`src/rtl/coef_rom_arb_pkg.sv`:
```
// ============================================================================
// Module : coef_rom_arb_pkg
// Brief  : Shared types and default widths for the coefficient ROM arbiter.
// Rev    : 1.0  initial release
// ============================================================================
`default_nettype none

package coef_rom_arb_pkg;

    localparam int ADDR_W = 8;
    localparam int DATA_W = 16;
    localparam int LEN_W  = 8;

    typedef enum logic [0:0] {
        ST_IDLE   = 1'b0,
        ST_STREAM = 1'b1
    } state_e;

    typedef logic id_t;

endpackage

`default_nettype wire

```
`src/rtl/coef_out_slice.sv`:
```
// ============================================================================
// Module : coef_out_slice
// Brief  : Registered valid/ready output stage carrying data, last flag and id.
// Rev    : 1.0  initial release
// ============================================================================
`default_nettype none

module coef_out_slice #(
    parameter int DATA_W = coef_rom_arb_pkg::DATA_W
) (
    input  logic                    clk,
    input  logic                    rst,
    input  logic                    i_load,
    input  logic                    i_clear,
    input  logic [DATA_W-1:0]       i_data,
    input  logic                    i_last,
    input  coef_rom_arb_pkg::id_t   i_id,
    input  logic                    i_ready,
    output logic [DATA_W-1:0]       o_data,
    output logic                    o_valid,
    output logic                    o_last,
    output coef_rom_arb_pkg::id_t   o_id,
    output logic                    o_can_load
);
    import coef_rom_arb_pkg::*;

    logic [DATA_W-1:0] r_data;
    logic              r_valid;
    logic              r_last;
    id_t               r_id;

    // The register may take a new word when empty or when its word leaves this cycle.
    assign o_can_load = !r_valid || i_ready;

    always_ff @(posedge clk) begin
        if (rst) begin
            r_data  <= '0;
            r_valid <= 1'b0;
            r_last  <= 1'b0;
            r_id    <= 1'b0;
        end else if (i_clear) begin
            r_valid <= 1'b0;
            r_last  <= 1'b0;
        end else if (i_load) begin
            r_data  <= i_data;
            r_valid <= 1'b1;
            r_last  <= i_last;
            r_id    <= i_id;
        end else if (i_ready) begin
            r_valid <= 1'b0;
        end
    end

    assign o_data  = r_data;
    assign o_valid = r_valid;
    assign o_last  = r_last;
    assign o_id    = r_id;

endmodule

`default_nettype wire

```
`src/rtl/coef_rom_arbiter.sv`:
```
// ============================================================================
// Module : coef_rom_arbiter
// Brief  : Round-robin burst arbiter sharing one coefficient ROM between two
//          requesters. Optional abort input enabled by COEF_ROM_ARB_ABORT_EN.
// Rev    : 1.0  initial release
// ============================================================================
`default_nettype none

module coef_rom_arbiter #(
    parameter int ADDR_W = coef_rom_arb_pkg::ADDR_W,
    parameter int DATA_W = coef_rom_arb_pkg::DATA_W,
    parameter int LEN_W  = coef_rom_arb_pkg::LEN_W
) (
    input  logic              clk,
    input  logic              reset,
    input  logic              req0,
    input  logic              req1,
    input  logic [ADDR_W-1:0] start0,
    input  logic [ADDR_W-1:0] start1,
    input  logic [LEN_W-1:0]  len0,
    input  logic [LEN_W-1:0]  len1,
    output logic              gnt0,
    output logic              gnt1,
    output logic [ADDR_W-1:0] rom_address,
    input  logic [DATA_W-1:0] rom_data,
    output logic [DATA_W-1:0] out_data,
    output logic              out_valid,
    input  logic              out_ready,
    output logic              out_last,
    output logic              out_id,
`ifdef COEF_ROM_ARB_ABORT_EN
    input  logic              abort,
`endif
    output logic              busy
);
    import coef_rom_arb_pkg::*;

    localparam int CNT_W = LEN_W + 1;

    state_e            r_state;
    state_e            w_state_nxt;
    logic [ADDR_W-1:0] r_addr_q;
    logic [ADDR_W-1:0] r_addr_hold;
    logic [CNT_W-1:0]  r_rem_q;
    id_t               r_id_q;
    id_t               r_rr;
    logic              r_gnt0;
    logic              r_gnt1;

    logic              w_sel;
    logic [LEN_W-1:0]  w_len_sel;
    logic [CNT_W-1:0]  w_len_ext;
    logic              w_rem_one;
    logic              w_abort;
    logic              w_grant;
    logic              w_load;
    logic              w_clear;
    logic              w_can_load;

`ifdef COEF_ROM_ARB_ABORT_EN
    assign w_abort = abort;
`else
    assign w_abort = 1'b0;
`endif

    // Sole request wins; on a tie the round-robin pointer decides.
    assign w_sel     = (req0 && req1) ? r_rr : req1;
    assign w_len_sel = w_sel ? len1 : len0;
    assign w_len_ext = {(w_len_sel == '0), w_len_sel};
    assign w_rem_one = (r_rem_q == CNT_W'(1));

    always_comb begin
        w_state_nxt = r_state;
        w_grant     = 1'b0;
        w_load      = 1'b0;
        w_clear     = 1'b0;
        case (r_state)
            ST_IDLE: begin
                if (req0 || req1) begin
                    w_grant     = 1'b1;
                    w_state_nxt = ST_STREAM;
                end
            end
            ST_STREAM: begin
                if (w_abort) begin
                    w_clear     = 1'b1;
                    w_state_nxt = ST_IDLE;
                end else if (w_can_load) begin
                    w_load = 1'b1;
                    if (w_rem_one) begin
                        w_state_nxt = ST_IDLE;
                    end
                end
            end
            default: w_state_nxt = ST_IDLE;
        endcase
    end

    always_ff @(posedge clk) begin
        if (reset) begin
            r_state     <= ST_IDLE;
            r_addr_q    <= '0;
            r_addr_hold <= '0;
            r_rem_q     <= '0;
            r_id_q      <= 1'b0;
            r_rr        <= 1'b0;
            r_gnt0      <= 1'b0;
            r_gnt1      <= 1'b0;
        end else begin
            r_state <= w_state_nxt;
            r_gnt0  <= w_grant && !w_sel;
            r_gnt1  <= w_grant && w_sel;
            if (w_grant) begin
                r_addr_q <= w_sel ? start1 : start0;
                r_rem_q  <= w_len_ext;
                r_id_q   <= w_sel;
                r_rr     <= !w_sel;
            end else if (w_load) begin
                r_addr_q <= r_addr_q + ADDR_W'(1);
                r_rem_q  <= r_rem_q - CNT_W'(1);
            end
            // Remember the last streamed address so IDLE keeps it on the ROM pins.
            if (r_state == ST_STREAM) begin
                r_addr_hold <= r_addr_q;
            end
        end
    end

    coef_out_slice #(
        .DATA_W (DATA_W)
    ) u_out_slice (
        .clk        (clk),
        .rst        (reset),
        .i_load     (w_load),
        .i_clear    (w_clear),
        .i_data     (rom_data),
        .i_last     (w_rem_one),
        .i_id       (r_id_q),
        .i_ready    (out_ready),
        .o_data     (out_data),
        .o_valid    (out_valid),
        .o_last     (out_last),
        .o_id       (out_id),
        .o_can_load (w_can_load)
    );

    assign gnt0        = r_gnt0;
    assign gnt1        = r_gnt1;
    assign busy        = (r_state == ST_STREAM);
    assign rom_address = (r_state == ST_STREAM) ? r_addr_q : r_addr_hold;

endmodule

`default_nettype wire

```
`config.mk`:
```
export PLATFORM = sky130hd
export DESIGN_NAME = coef_rom_arbiter
export DESIGN_NICKNAME = d
export VERILOG_FILES = /design/src/rtl/coef_rom_arb_pkg.sv /design/src/rtl/coef_out_slice.sv /design/src/rtl/coef_rom_arbiter.sv
export SDC_FILE = /design/constraint.sdc
export NUM_CORES = 1
export LEC_CHECK = 0
export ABC_AREA = 1
export BUFFER_PORTS_ARGS = -buffer_cell sky130_fd_sc_hd__buf_2
export CAP_MARGIN = 20
export CORE_UTILIZATION = 50
export CTS_CLUSTER_DIAMETER = 40
export CTS_CLUSTER_SIZE = 12
export DETAILED_ROUTE_END_ITERATION = 7
export GPL_TIMING_DRIVEN = 0
export PLACE_DENSITY = 0.79
export SYNTH_ARGS = -nofsm -noshare
export SYNTH_HDL_FRONTEND = slang
export SYNTH_SLANG_ARGS = --single-unit
```
`constraint.sdc`:
```
create_clock -name clk -period 2 [get_ports clk]
set_input_delay 0.2 -clock clk [delete_from_list [all_inputs] [get_ports clk]]
set_output_delay 0.2 -clock clk [all_outputs]
set_load 0.005 [all_outputs]
```
Word level (Yosys, flattened, before mapping)
Index checks and enable logic that the tools add are counted.
{"block": "classes", "add_sub_neg": 2, "eq_ne": 1, "mux": 17, "bitwise": 1, "reduce_logical": 10}
{"operator": "two-way mux 8 bit", "count": 5}
{"operator": "two-way mux 9 bit", "count": 2}
{"operator": "equality test 9 x 1 -> 1 bit, second input constant", "count": 1}
{"operator": "two-way mux 1 bit", "count": 9}
{"operator": "subtractor 9 x 1 -> 9 bit, second input constant", "count": 1}
{"operator": "adder 8 x 1 -> 8 bit, second input constant", "count": 1}
{"operator": "logical NOT 8 bit", "count": 1}
{"operator": "nonzero test 2 bit", "count": 2}
{"operator": "logical AND 1 bit", "count": 3}
{"operator": "logical NOT 1 bit", "count": 2}
{"operator": "logical OR 1 bit", "count": 2}
{"operator": "one-hot mux 1 bit (2 select lines)", "count": 1}
{"operator": "NOT 1 bit", "count": 1}
{"block": "totals", "ff_bits": 49, "in_bits": 53, "output_inout_bits": 30, "elab_cells": 43}

Logic depth before layout (Yosys ltp)
{"block": "logic_depth", "word_depth": 6, "depth_mapped": 9, "depth_no_buf": 9}

Modules after synthesis
Synthesis repeated with hierarchy kept, for this count alone.
{"block": "hier_totals", "cells_unflattened": 403, "hier_area_um2": 2715.1}
{"mod": "coef_rom_arbiter", "n_inst": 1, "cells_per_inst": 283, "area_each_um2": 1831.8, "seq_area_each_um2": 600.6}
{"mod": "coef_out_slice", "n_inst": 1, "cells_per_inst": 120, "area_each_um2": 883.3, "seq_area_each_um2": 380.4}

Least setup slack after synthesis
Ideal clock, no wire load.
{"block": "synth_path", "kind": "register -> register", "start": "reg r_rem_q[1]", "end": "reg r_rem_q[4]", "setup_time_ns": 0.115, "arrival_time_ns": 1.174, "required_time_ns": 1.885, "path_slack_ns": 0.710, "stages_incl_launch_ff": 10, "n_path_buf": 0, "synth_period_minus_slack_ns": 1.290, "cell_sequence": "dfxtp_1 -> inv_1 -> ha_1 -> nand2_1 -> nor2_1 -> nor2_1 -> o21ai_0 -> nand2_1 -> o21ai_0 -> inv_1"}
{"block": "synth_via", "elab_chain_cells": 3}
{"element": "start, declared", "line": "coef_rom_arbiter.sv:44", "text": "logic [CNT_W-1:0] r_rem_q;"}
{"element": "start signal, assigned", "line": "coef_rom_arbiter.sv:115", "text": "r_rem_q <= w_len_ext;"}
{"element": "start signal, assigned", "line": "coef_rom_arbiter.sv:120", "text": "r_rem_q <= r_rem_q - CNT_W'(1);"}
{"element": "subtractor 9 x 1 -> 9 bit", "line": "coef_rom_arbiter.sv:120"}
{"element": "two-way mux 9 bit", "line": "coef_rom_arbiter.sv:118", "text": "end else if (w_load) begin"}
{"element": "two-way mux 9 bit", "line": "coef_rom_arbiter.sv:113", "text": "if (w_grant) begin"}
Every way passes these cells. The select of a mux whose other input is x is not followed.
A chain may end at the register's enable or synchronous reset.

Worst setup path after layout
{"block": "layout_path", "start": "reg r_state, in the netlist busy", "end": "out rom_address[0]"}
{"block": "layout_via", "elab_chain_cells": 1}
{"element": "start, declared", "line": "coef_rom_arbiter.sv:40", "text": "state_e r_state;"}
{"element": "start signal, assigned", "line": "coef_rom_arbiter.sv:110", "text": "r_state <= w_state_nxt;"}
{"element": "two-way mux 8 bit"}
{"element": "end, declared", "line": "coef_rom_arbiter.sv:24", "text": "output logic [ADDR_W-1:0] rom_address,"}
Every way passes these cells.

==> reports/results.env <==
RUN_STATUS='finished clean'
LEAKAGEPOWER_uW=0.00153
SYNTHESIS.NETS=421
CTS_POST_SETUP_BUFFERS_INSERTED=0
GRT_FIRST_PASS_WIRELENGTH_MM=9.77
MAX-VDD-IR-DROP_V=0.000330
GRTUSAGETOTAL=0.239
WORST_SLEW_PIN_SLEW_NS=0.606
WORST-ENDPOINT-REQUIRED_NS=1.80
MAX_CAP_VIOL_COUNT=0
FLOORPLAN.INITIALDENSITY=0.521
DRT_WL_TOTAL_MM=5.91
MET3WIRELENGTH_UM=353
CRIT_SLOWEST_CELL='sky130_fd_sc_hd__buf_1'
TRITONCTS='done'
CP_SLOWEST_STAGE_DELAY_NS=0.44
NUMPLACEDINSTANCES=514
INSERTION_DELAY_NS=0.30
DIE_HEIGHT_UM=72.1
FMAX_MHz=586
DETAILEDPLACEMENTHPWL_MM=4.36
YOSYSWARNINGCOUNT=0
RELSLEWSLACK=0.596
CTS-ROOT-TO-SINK-BUFFERS=2
STDCELL_COUNT=522
SYNTH.CELL_AREA_MM2=0.00246
TIMING.CRITICAL_PATH.MODE_CELL='sky130_fd_sc_hd__nand2_1'
PATH_TYPE_OF_THE_WORST_SETUP_PATH='reg2out'
DRT_DRC_VIOLATIONS_LEFT=0
CRITICAL_PATH_ARRIVAL_NS=1.51
CRITICAL_PATH.MAX_FANOUT=10
PART_OF_THE_YOSYS_AREA_USED_FOR_SEQUENTIAL_ELEMENTS=0.399
CTS_INSERTED_BUFFERS=5
MULTI_INPUT_AREA_MM2=0.00127
END_KIND='output port'
HOLD_BUFFERS=0
DR.FIRST_ITER.DRC_COUNT=167
IOPINCOUNT=83
CTSHTREEMAXLEVEL=2
GRT_OVERFLOW_TOTAL=0
SETUP_TNS_NS=0
VIA_COUNT_OF_THE_FIRST_GLOBAL_ROUTING_PASS=2227
DIEWIDTH_UM=72.1
SYNTH_FF_TYPE='sky130_fd_sc_hd__dfxtp_1'
POWER_PER_CELL_AREA_mW_PER_MM2=748
CRIT_PATH_START_KIND='flop'
GRT_ANTENNA_BEFORE_REPAIR=0
POST_DRT_WL_PER_CELL_UM=11.3
FINAL-HOLD-VIOLATION-COUNT=0
PLACE_CONGESTION=0.874
SYN_INST=365
MIN_PERIOD_OVER_PERIOD=0.853
AREAGROWTHSYNTHTOFINISH_PCT=23.5
CTS.SINKS=49
WORSTPATHCELLLIST='buf_1, nand2_1, nand2_1, buf_2'
PLACEMENT.IO_BUFFERS=82
REGISTER_AREA_UM2=981
SYNTH.DISTINCT_CELLS=32
CTS.ROOT.BUFFER_CELL='sky130_fd_sc_hd__clkbuf_8'
SYNTH-EDFF-COUNT=0
SYNTHESIS.AREA_PER_INSTANCE_UM2=6.74
DETAILROUTE.WIRELENGTH.MET2_MM=2.63
DESIGN.FINAL.NETS=510
CLK_PIN_SLEW_WORST_PATHS_NS=0.09
ASYNC_RESET_FF_FRAC=0
LAYOUT_COMMON_CELLS='sky130_fd_sc_hd__nand2_1 (94), sky130_fd_sc_hd__buf_2 (85), sky130_fd_sc_hd__nor2_1 (65)'
FILLCELLCOUNT=439
ROUTE.ANTENNA.REMAINING_NETS=0
GRT_START_MAX_NET_PINS=15
SLEW_VIOL_FINAL=0
DR_TOTAL_VIAS=2579
FIN_SKEW_NS=0.00425
FIN_CRIT_NS=1.71
FLOORPLAN.DIE_AREA_MM2=0.00520
SYNTH.FF_LATCH_COUNT=49
SYNTH_TOP_CELL_BY_AREA='sky130_fd_sc_hd__dfxtp_1'
SYNTHTOPCELLSBYAREA='sky130_fd_sc_hd__dfxtp_1 (40%), sky130_fd_sc_hd__nand2_1 (14%), sky130_fd_sc_hd__nor2_1 (9.9%), sky130_fd_sc_hd__o21ai_0 (6.9%), sky130_fd_sc_hd__inv_1 (5.2%)'
LAYOUT-DRIVE-GT1-SHARE=0.235
N_ANTENNA_CELL=0
SYNTH_TOP_CELL_AREA_SHARE=0.399
MET1_LENGTH_MM=2.85
HIGHEST_LAYER='met4'
DR.PASS1.ITERS=4
RSZ0062_AT_GRT='false'
HOLDCRITPATHCLASS='in2reg'
VIA_TO_CELL_RATIO=4.94
CORE_MM2=0.00472
NUM_ROWS=25
POST_CTS_RESIZE_COUNT=0
SETUP_VIOL=0
MOSTFREQUENTLAYOUTCELL='sky130_fd_sc_hd__nand2_1'
==> metal layers <==
| layer | up-vias | global-route usage |
|---|---|---|
| li1 | 1344 | - |
| met1 | 1132 | 0.317 |
| met2 | 96 | 0.399 |
| met3 | 7 | 0.0417 |
| met4 | 0 | 0.0719 |
| met5 | - | 0 |
==> path summary, 6_finish.rpt <==
kind                   from                    end  slack [ns]  cells after the start
min reg2reg  r_addr_hold[7]         r_addr_hold[7]        0.47                      2
max                    busy         rom_address[0]        0.29                      4
min             rom_data[5]  u_out_slice.o_data[5]        0.15                      3
max reg2reg      r_rem_q[1]             r_rem_q[4]        0.54                      9
==> through the flow <==
step / cell area, um2 / utilization / hold slack, ns / setup WS [ns] / power, uW
2_1_floorplan: 2460 / - / 0.351 / 0.710 / 1520
3_3_place_gp: 2950 / 0.625 / 0.449 / 0.559 / 1700
3_5_place_dp: 2950 / 0.625 / 0.459 / 0.551 / 1720
4_1_cts: 3040 / 0.643 / 0.142 / 0.273 / 2290
5_1_grt: 3040 / 0.643 / 0.148 / 0.172 / 2430
6_report: 3040 / 0.643 / 0.149 / 0.294 / 2270
==> synth_stat cells (all sizes together), types with 3 or more instances <==
| library cell | n |
|---|---|
| nor3 | 3 |
| a31oi | 3 |
| buf | 11 |
| dfxtp | 49 |
| nor2 | 67 |
| nand2 | 97 |
| nand3b | 7 |
| ha | 3 |
| o21ai | 36 |
| a21oi | 25 |
| nand3 | 19 |
| inv | 35 |
==> report_power, final <==
| part | switching [uW] | total (uW) | internal [uW] |
|---|---|---|---|
| registers | 62.7 | 1130 | 1070 |
| clock network | 325 | 573 | 248 |
| logic | 335 | 568 | 233 |
| total | 723 | 2270 | 1550 |
==> flip-flops by register name, indices dropped and copies added, names as in the netlist, 8 cells and up <==
| name | count |
|---|---|
| u_out_slice.o_data | 16 |
| r_addr_q | 8 |
| r_rem_q | 9 |
| r_addr_hold | 8 |
==> final cells by class <==
type                       instances  area share
multi-input combinational        268       0.417
sequential                        49       0.323
timing repair buffer              82       0.135
inverter                          35      0.0433
tap                               67      0.0276
buffer                            13      0.0260
clock buffer                       7      0.0251
clock inverter                     1     0.00247
==> cells by family (layout without fill, tap and decap cells) <==
| kind of cell | after synthesis | count (layout) | synth area share |
|---|---|---|---|
| AND/OR/NAND/NOR | 193 | 193 | 0.328 |
| AO/OA/AOI/OAI | 71 | 71 | 0.169 |
| flip-flops | 49 | 49 | 0.399 |
| buffers and inverters | 48 | 138 | 0.0855 |
| adder cells (fa/ha/maj) | 3 | 3 | 0.0153 |
| XOR/XNOR | 1 | 1 | 0.00356 |
==> worst max-delay path, delay by kind of cell, from the launching register on <==
family / cells / cell delay, ns
and+or+nand+nor: 2 / 0.27
DFF: 1 / 0.38
buffers and inverters: 2 / 0.55
Power figures use the tool's default switching activity.
